File: src/rtl/fifo_uart_tx_if.sv
// fifo_uart_tx_if: groups the FIFO read-port and UART-side signals of fifo_uart_tx.
//   tx_en       enable fetching new bytes (sampled by the drain stage in IDLE)
//   fifo_empty  FIFO empty flag
//   fifo_data   FIFO read data, valid the cycle after fifo_rd_en
//   fifo_rd_en  single-cycle pop request
//   tx          UART serial line, idle high
//   tx_busy     drain stage not idle
//   tx_done     pulse on the last cycle of the final stop bit
//   byte_count  frames completed, wrapping
// The slave modport is the drain stage; the master modport is its environment.
interface fifo_uart_tx_if;
    logic        tx_en;
    logic        fifo_empty;
    logic [7:0]  fifo_data;
    logic        fifo_rd_en;
    logic        tx;
    logic        tx_busy;
    logic        tx_done;
    logic [15:0] byte_count;

    modport master (
        output tx_en, fifo_empty, fifo_data,
        input  fifo_rd_en, tx, tx_busy, tx_done, byte_count
    );

    modport slave (
        input  tx_en, fifo_empty, fifo_data,
        output fifo_rd_en, tx, tx_busy, tx_done, byte_count
    );
endinterface

File: src/rtl/fifo_uart_tx.sv
// fifo_uart_tx: drains an 8-bit synchronous FIFO one byte at a time and serializes each
// byte as a UART frame (start, 8 data bits LSB first, optional parity, 1 or 2 stops).
//   clk  system clock, rising edge
//   rst  asynchronous active-high reset
//   bus  fifo_uart_tx_if.slave: tx_en, fifo_empty, fifo_data in;
//        fifo_rd_en, tx, tx_busy, tx_done, byte_count out
// Parameters: CLKS_PER_BIT (>= 2), PARITY (0 none, 1 even, 2 odd), STOP_BITS (1 or 2).
module fifo_uart_tx #(
    parameter int unsigned CLKS_PER_BIT = 16,
    parameter int unsigned PARITY       = 0,
    parameter int unsigned STOP_BITS    = 1
) (
    input logic           clk,
    input logic           rst,
    fifo_uart_tx_if.slave bus
);

    localparam int unsigned      CntW     = (CLKS_PER_BIT > 1) ? $clog2(CLKS_PER_BIT) : 1;
    localparam logic [CntW-1:0]  CntLast  = CntW'(CLKS_PER_BIT - 1);
    localparam logic [2:0]       StopLast = 3'(STOP_BITS - 1);
    localparam logic             OddPar   = (PARITY == 2);

    typedef enum logic [2:0] {
        StIdle, StRead, StLoad, StStart, StData, StParity, StStop
    } state_e;

    state_e          state_q, state_d;
    logic [CntW-1:0] cnt_q, cnt_d;
    logic [2:0]      bit_idx_q, bit_idx_d;
    logic [7:0]      shift_q, shift_d;
    logic            par_q, par_d;
    logic            tx_q, tx_d;
    logic            done_q, done_d;
    logic [15:0]     count_q, count_d;
    logic            bit_end;

    assign bit_end = (cnt_q == CntLast);

    always_comb begin
        state_d   = state_q;
        cnt_d     = cnt_q;
        bit_idx_d = bit_idx_q;
        shift_d   = shift_q;
        par_d     = par_q;
        count_d   = count_q;

        if (state_q inside {StStart, StData, StParity, StStop}) begin
            cnt_d = bit_end ? '0 : cnt_q + 1'b1;
        end

        unique case (state_q)
            StIdle: begin
                if (bus.tx_en && !bus.fifo_empty) state_d = StRead;
            end
            StRead: state_d = StLoad;
            StLoad: begin
                // fifo_data is valid now, one cycle after the pop.
                shift_d   = bus.fifo_data;
                par_d     = (^bus.fifo_data) ^ OddPar;
                cnt_d     = '0;
                bit_idx_d = '0;
                state_d   = StStart;
            end
            StStart: begin
                if (bit_end) state_d = StData;
            end
            StData: begin
                if (bit_end) begin
                    shift_d = {1'b0, shift_q[7:1]};
                    if (bit_idx_q == 3'd7) begin
                        bit_idx_d = '0;
                        state_d   = (PARITY != 0) ? StParity : StStop;
                    end else begin
                        bit_idx_d = bit_idx_q + 3'd1;
                    end
                end
            end
            StParity: begin
                if (bit_end) begin
                    bit_idx_d = '0;
                    state_d   = StStop;
                end
            end
            StStop: begin
                if (bit_end) begin
                    if (bit_idx_q == StopLast) begin
                        bit_idx_d = '0;
                        count_d   = count_q + 16'd1;
                        state_d   = StIdle;
                    end else begin
                        bit_idx_d = bit_idx_q + 3'd1;
                    end
                end
            end
            default: state_d = StIdle;
        endcase

        // Registered outputs are computed from next-state values so they line up
        // with the state they describe and tx never glitches.
        unique case (state_d)
            StStart:  tx_d = 1'b0;
            StData:   tx_d = shift_d[0];
            StParity: tx_d = par_d;
            default:  tx_d = 1'b1;
        endcase

        done_d = (state_d == StStop) && (cnt_d == CntLast) && (bit_idx_d == StopLast);
    end

    always_ff @(posedge clk or posedge rst) begin
        if (rst) begin
            state_q   <= StIdle;
            cnt_q     <= '0;
            bit_idx_q <= '0;
            shift_q   <= '0;
            par_q     <= 1'b0;
            tx_q      <= 1'b1;
            done_q    <= 1'b0;
            count_q   <= '0;
        end else begin
            state_q   <= state_d;
            cnt_q     <= cnt_d;
            bit_idx_q <= bit_idx_d;
            shift_q   <= shift_d;
            par_q     <= par_d;
            tx_q      <= tx_d;
            done_q    <= done_d;
            count_q   <= count_d;
        end
    end

    assign bus.fifo_rd_en = (state_q == StRead);
    assign bus.tx_busy    = (state_q != StIdle);
    assign bus.tx         = tx_q;
    assign bus.tx_done    = done_q;
    assign bus.byte_count = count_q;

endmodule
File: src/flat_wrapper.sv
// flat-port wrapper written by rule: the top's interface ports become plain ports
module fifo_uart_tx_flat 
#(
    parameter int unsigned CLKS_PER_BIT = 16,
    parameter int unsigned PARITY       = 0,
    parameter int unsigned STOP_BITS    = 1
)
  (clk, rst, bus_tx_en, bus_fifo_empty, bus_fifo_data, bus_fifo_rd_en, bus_tx, bus_tx_busy, bus_tx_done, bus_byte_count);
  fifo_uart_tx_if bus_i ();
  input logic clk;
  input logic rst;
  input wire logic [$bits(bus_i.tx_en)-1:0] bus_tx_en;
  input wire logic [$bits(bus_i.fifo_empty)-1:0] bus_fifo_empty;
  input wire logic [$bits(bus_i.fifo_data)-1:0] bus_fifo_data;
  output wire logic [$bits(bus_i.fifo_rd_en)-1:0] bus_fifo_rd_en;
  output wire logic [$bits(bus_i.tx)-1:0] bus_tx;
  output wire logic [$bits(bus_i.tx_busy)-1:0] bus_tx_busy;
  output wire logic [$bits(bus_i.tx_done)-1:0] bus_tx_done;
  output wire logic [$bits(bus_i.byte_count)-1:0] bus_byte_count;
  assign bus_i.tx_en = bus_tx_en;
  assign bus_i.fifo_empty = bus_fifo_empty;
  assign bus_i.fifo_data = bus_fifo_data;
  assign bus_fifo_rd_en = bus_i.fifo_rd_en;
  assign bus_tx = bus_i.tx;
  assign bus_tx_busy = bus_i.tx_busy;
  assign bus_tx_done = bus_i.tx_done;
  assign bus_byte_count = bus_i.byte_count;
  fifo_uart_tx #(.CLKS_PER_BIT(CLKS_PER_BIT), .PARITY(PARITY), .STOP_BITS(STOP_BITS)) u_core (.clk(clk), .rst(rst), .bus(bus_i));
endmodule
File: config.mk
export PLATFORM = sky130hd
export DESIGN_NAME = fifo_uart_tx_flat
export DESIGN_NICKNAME = d
export VERILOG_FILES = /design/src/rtl/fifo_uart_tx_if.sv /design/src/rtl/fifo_uart_tx.sv /design/src/flat_wrapper.sv
export SDC_FILE = /design/constraint.sdc
export NUM_CORES = 1
export LEC_CHECK = 0
export CAP_MARGIN = 10
export CORE_ASPECT_RATIO = 0.75
export CORE_UTILIZATION = 51
export CTS_BUF_LIST = sky130_fd_sc_hd__clkbuf_2
export DETAILED_ROUTE_END_ITERATION = 6
export GPL_ROUTABILITY_DRIVEN = 0
export PLACE_DENSITY = 0.85
export SETUP_SLACK_MARGIN = 0.3
export SLEW_MARGIN = 20
export SYNTH_ARGS = -nofsm -noshare
export SYNTH_HDL_FRONTEND = slang
export SYNTH_SLANG_ARGS = --single-unit
File: constraint.sdc
create_clock -name clk -period 1.8 [get_ports clk]
set_input_delay 0.27 -clock clk [delete_from_list [all_inputs] [get_ports clk]]
set_output_delay 0.27 -clock clk [all_outputs]
set_load 0.01 [all_outputs]
# Yosys cells after proc, flatten, opt, wreduce, memory -nomap -nowiden
# Cells that the tools add are included.
[classes]
n_addsub = 3
multipliers = 0
div = 0
n_lt_le_gt_ge = 0
n_eq_ne = 14
n_shift = 0
muxes = 21
bitwise_logic = 0
n_reduce_logical = 13
[ops]
columns = ["op", "n"]
rows = [
  ["3-bit 2-to-1 mux", 12],
  ["3-bit equality test, second input constant", 7],
  ["3-bit one-hot mux with 7 select lines", 1],
  ["16-bit by 1-bit adder with 16-bit output, second input constant", 1],
  ["8-bit one-hot mux with 2 select lines", 1],
  ["4-bit 2-to-1 mux", 3],
  ["3-bit one-hot mux with 4 select lines", 1],
  ["3-bit by 2-bit equality test with 1-bit output, second input constant", 3],
  ["3-bit logical NOT", 3],
  ["4-bit equality test, second input constant", 2],
  ["8-bit 2-to-1 mux", 1],
  ["8-bit XOR reduction", 1],
  ["4-bit by 1-bit adder with 4-bit output, second input constant", 1],
  ["4-bit nonzero test", 1],
  ["3-bit by 1-bit adder with 3-bit output, second input constant", 1],
  ["3-bit by 1-bit equality test with 1-bit output, second input constant", 1],
  ["1-bit logical AND", 3],
  ["1-bit one-hot mux with 3 select lines", 1],
  ["3-bit AND reduction", 1],
  ["3-bit nonzero test", 1],
  ["2-bit by 1-bit != test with 1-bit output, second input constant", 1],
  ["2-bit AND reduction", 1],
  ["2-bit nonzero test", 1],
  ["1-bit logical NOT", 1],
  ["1-bit 2-to-1 mux", 1],
]
[word_totals]
reg_bits = 37
latch_bits = 0
ram_bits = 0
rom_bits = 0
input_bits = 12
output_inout_bits = 20
memories = 0

# Longest topological paths before layout
[logic_depth]
ltp_word = 7
depth_mapped = 7
depth_no_buf = 7

# Worst setup path before layout
# Ideal clock, no wire load.
[synth_timing]
path_type = "reg2reg"
start = "register u_core.cnt_q[0]"
end = "register u_core.done_q, in the netlist u_core.bus.tx_done"
setup_time_ns = 0.096
arrival_ns = 1.756
required_ns = 1.704
path_slack_ns = -0.051
path_stages_with_launch = 8
path_buffers = 1
path_cell_list = "dfrtp_1 ha_1 nand3_2 buf_6 a211o_1 a32oi_2 o211ai_1 nor4_2"
[synth_via]
elab_chain_cells = 7
elab_cells_between_ends = 19
classes_between = "add/sub (1); eq/ne (3); mux (12); reduce/logical (3)"
[synth_lines]
columns = ["item", "line_no", "text"]
rows = [
  ["start, declared", "fifo_uart_tx.sv:28", "logic [CntW-1:0] cnt_q, cnt_d;"],
  ["start signal, assigned", "fifo_uart_tx.sv:122", "cnt_q <= cnt_d;"],
  ["4-bit by 1-bit adder with 4-bit output / 4-bit equality test (equally long branches)", "fifo_uart_tx.sv:48, fifo_uart_tx.sv:37", ""],
  ["4-bit 2-to-1 mux", "fifo_uart_tx.sv:48", "cnt_d = bit_end ? '0 : cnt_q + 1'b1;"],
  ["4-bit 2-to-1 mux", "fifo_uart_tx.sv:47", "if (state_q inside {StStart, StData, StParity, StStop}) begin"],
  ["4-bit 2-to-1 mux", "fifo_uart_tx.sv:51", "unique case (state_q)"],
  ["4-bit equality test", "fifo_uart_tx.sv:107", "done_d = (state_d == StStop) && (cnt_d == CntLast) && (bit_idx_d == StopLast);"],
  ["1-bit logical AND", "fifo_uart_tx.sv:107", ""],
  ["1-bit logical AND (*)", "fifo_uart_tx.sv:107", ""],
  ["net u_core.done_d", "fifo_uart_tx.sv:33", "logic done_q, done_d;"],
  ["end signal, assigned", "fifo_uart_tx.sv:127", "done_q <= done_d;"],
  ["end, declared", "fifo_uart_tx.sv:33", ""],
]
# The timed path passes the listed nets; every way through them passes the cells marked *.
# A chain may end at the register's enable or synchronous reset.

# Worst setup path in the final report
[layout_timing]
start = "register u_core.state_q[2]"
end = "register u_core.done_q, in the netlist u_core.bus.tx_done"
[layout_via]
elab_chain_cells = 7
elab_cells_between_ends = 24
classes_between = "eq/ne (8); mux (11); reduce/logical (5)"
[layout_lines]
columns = ["item", "line_no", "text"]
rows = [
  ["start, declared", "fifo_uart_tx.sv:27", "state_e state_q, state_d;"],
  ["start signal, assigned", "fifo_uart_tx.sv:112", "state_q <= StIdle;"],
  ["start signal, assigned", "fifo_uart_tx.sv:121", "state_q <= state_d;"],
  ["3-bit by 2-bit equality test with 1-bit output / 3-bit equality test (equally long branches)", "fifo_uart_tx.sv:47, fifo_uart_tx.sv:51", ""],
  ["4-bit nonzero test", "fifo_uart_tx.sv:47", ""],
  ["4-bit 2-to-1 mux", "fifo_uart_tx.sv:47", ""],
  ["4-bit 2-to-1 mux", "fifo_uart_tx.sv:51", ""],
  ["4-bit equality test", "fifo_uart_tx.sv:107", ""],
  ["1-bit logical AND", "fifo_uart_tx.sv:107", ""],
  ["1-bit logical AND (*)", "fifo_uart_tx.sv:107", ""],
  ["net u_core.done_d", "fifo_uart_tx.sv:33", ""],
]
# Marked as above.

==> results.toml <==
[outcome]
status = "complete, but fails checks"
violations = "setup timing"

[sta]
skew_ns = 0.00818
maxSlewHeadroom_pct = 70.0
tightest_slew_ns = 0.448
max_freq_ghz = 0.522
setup_slack_ns = -0.117
grt_setup_unrepaired = "true"
timing_hold_violations_final = 0
fin_hold_ws_ns = 0.202
setup_viol = 1
finalCriticalPeriod_ns = 1.92
slew_viol_final = 0
fin_crit_sh_pct = 106

[finish]
drive_above_1_share_pct = 42.3
area_growth_pct = 46.7
fillers = 249
fin_area_um2 = 3210
diodes = 0
mostFrequentLayoutCells = "34 x buf_4, 30 x dfrtp_1, 19 x nand2_1"
final_nets = 316
layout_commonest_cell = "buf_4"

[worst_setup_path]
cp-end-kind = "flip-flop"
path_cells = "buf_12 -> buf_8 -> buf_4 -> a211o_1 -> a32oi_2 -> o211ai_1 -> nor4_2"
max_stage_delay_ns = 0.47
crit_type = "reg2reg"
r2r_slack_ns = -0.12
critPathMaxFanout = 5
r2r-start = "u_core.state_q[2]$_DFF_PP0_"
startpoint_type = "flip-flop"
crit_required_ns = 2.10
cp_slowest_cell = "dfrtp_2"
worstPathArrival_ns = 2.22
r2r_end = "u_core.bus.tx_done$_DFF_PP0_"
worstRegToRegCells = 7

[floorplanning]
rows = 20
die_y_um = 58.8
core-area_um2 = 4080
fp.dieW_um = 77.7
ioPinCount = 32
start_util_pct = 53.7
dieArea_um2 = 4560

[power_and_ir_drop]
switching_share_pct = 25.5
peakVddDrop_mv = 0.397
seqPwrFrac_pct = 63.9
leakage_uw = 0.00162
switching_power_uw = 343
p_comb_share_pct = 7.7
clock_power_share_pct = 28.3
p_int_uw = 1000
powerDensity_nw_per_um2 = 419

[synth]
syn_avg_cell_area_um2 = 9.91
synth_cell_types = 53
ys_warn_count = 0
dominantRegCellSynth = "dfrtp_1"
synthArstFlopShare_pct = 100
ys_seq_elements = 37
synth_top_area_share_pct = 41.1
synth_edf_count = 0
synth_fp_nets = 238
yosys.area.top_type = "dfrtp_1"
synth.area.top_cells = "dfrtp_1 41%, xnor2_1 6.0%, nand2_1 5.1%"
syn_area_um2 = 2190
synth-seq-area-share_pct = 42.3
syn_inst = 221

[route]
dr.pass1.iters = 4
wl_per_cell_um = 18.5
drc_errors = 0
drt_wl_total_um = 6570
vias = 2087
drt_iter0_markers = 133
drtAntennaViolNets = 0
drt-vias-per-instance = 5.88

[job]
maxCapViolations = 0

[clock_tree]
htree_levels = 2
cts_buffers = 5
clk_latency_ns = 0.38
cts.sinks = 37
root_buffer = "clkbuf_2"
cts_tree = "yes"
clkTransAtPathRegs_ns = 0.19
max-clock-path-buffers = 2

[global_route]
grt_first_pass_wirelength_um = 9830
grt_pass1_vias = 1960
grt_usage_pct = 28.3
antenna_found_initial = 0
grt_max_degree = 38
overflow = 0

[worst_hold_path]
min_path_type = "in2async"

[place]
placed_area_um2 = 2690
port_buffers = 31
place_hpwl_um = 3530
==> critical path: cells and delay by family, from the launching register on <==
kind	cells	cell delay, ns
AO/OA/AOI/OAI	3	0.77
buffers and inverters	3	0.38
flip-flops	1	0.47
AND/OR/NAND/NOR	1	0.20
==> worst max path at each step <==
| stage | startpoint | to | slack [ns] |
|---|---|---|---|
| finish | u_core.state_q[2]$_DFF_PP0_ | u_core.bus.tx_done$_DFF_PP0_ | -0.12 |
| global route | u_core.state_q[2]$_DFF_PP0_ | u_core.bus.tx_done$_DFF_PP0_ | -0.14 |
| CTS | u_core.state_q[2]$_DFF_PP0_ | u_core.bus.tx_done$_DFF_PP0_ | 0.10 |
| detailed placement | u_core.state_q[1]$_DFF_PP0_ | bus_tx_busy | 0.01 |
| global placement | u_core.state_q[1]$_DFF_PP0_ | bus_tx_busy | 0.07 |
| floorplan | u_core.cnt_q[1]$_DFF_PP0_ | u_core.bus.tx_done$_DFF_PP0_ | 0.20 |
==> layer usage <==
metal	vias up	GRT usage [%]	routed length (um)	part of all wire (%)
met4	0	9.43	127	1.9
li1	935	-	-	-
met2	115	44.2	3080	47
met1	1020	39.4	2830	43
met5	-	0	0	0
met3	17	6.20	528	8.0
==> final cells by class <==
| cell class | count | area (um2) | area share [%] |
|---|---|---|---|
| Tap cell | 55 | 68.8 | 2.14 |
| Clock inverter | 2 | 10.0 | 0.312 |
| Clock buffer | 6 | 30.0 | 0.935 |
| Multi-Input combinational cell | 163 | 1380 | 43.1 |
| Inverter | 11 | 41.3 | 1.29 |
| Timing Repair Buffer | 81 | 744 | 23.2 |
| Sequential cell | 37 | 935 | 29.1 |
==> power by group through the flow <==
stage	combinational [uW]	clock [uW]	sequential, uW
after floorplan	55.8	0	873
after global placement	103	0	874
after detailed placement	105	0	875
after CTS	105	380	860
after global routing	119	424	864
final	104	382	861
==> cell families after synthesis <==
group,share of synthesized area [%]
AND/OR/NAND/NOR,23.7
adder cells (fa/ha/maj),2.86
buffers and inverters,7.08
multiplexers,0.514
flip-flops,42.3
AO/OA/AOI/OAI,14.7
XOR/XNOR,8.80
==> registers in the layout (all words and copies together) (netlist names) <==
register	count
u_core.state_q	3
u_core.bit_idx_q	3
u_core.bus.tx	1
u_core.bus.tx_done	1
u_core.bus.byte_count	16
u_core.par_q	1
u_core.shift_q	8
u_core.cnt_q	4
==> metrics by stage <==
step / instances / setup TNS (ns) / power (uW) / utilization (%) / worst slack (ns)
2_1_floorplan: 221 / 0 / 929 / - / 0.198
3_3_place_gp: 315 / 0 / 977 / 66.0 / 0.0698
3_5_place_dp: 315 / 0 / 981 / 66.0 / 0.0132
4_1_cts: 352 / 0 / 1350 / 75.0 / 0.100
5_1_grt: 355 / -0.161 / 1410 / 78.8 / -0.135
6_report: 355 / -0.117 / 1350 / 78.8 / -0.117
==> synthesized netlist by cell type, types with 3 or more instances <==
cell type / n
dfrtp_1: 36
nand2_1: 30
xnor2_1: 15
nor2_1: 14
inv_1: 10
a21oi_1: 9
nor3_1: 9
o21ai_0: 9
buf_6: 7
nand3_1: 7
xor2_1: 7
a22oi_1: 6
ha_1: 5
nand4_1: 4
nand2b_1: 3
nor2b_1: 3
==> repair_timing <==
action / 4_1_cts / 5_1_grt
buffers inserted: 28 / 3
resized for setup: 57 / 35
hold buffers: 0 / 0
gates cloned: 1 / 0
endpoints found under the setup margin: 52 / 35
pin swaps: 20 / 13
No activity file was read; power rests on OpenSTA's default activity.
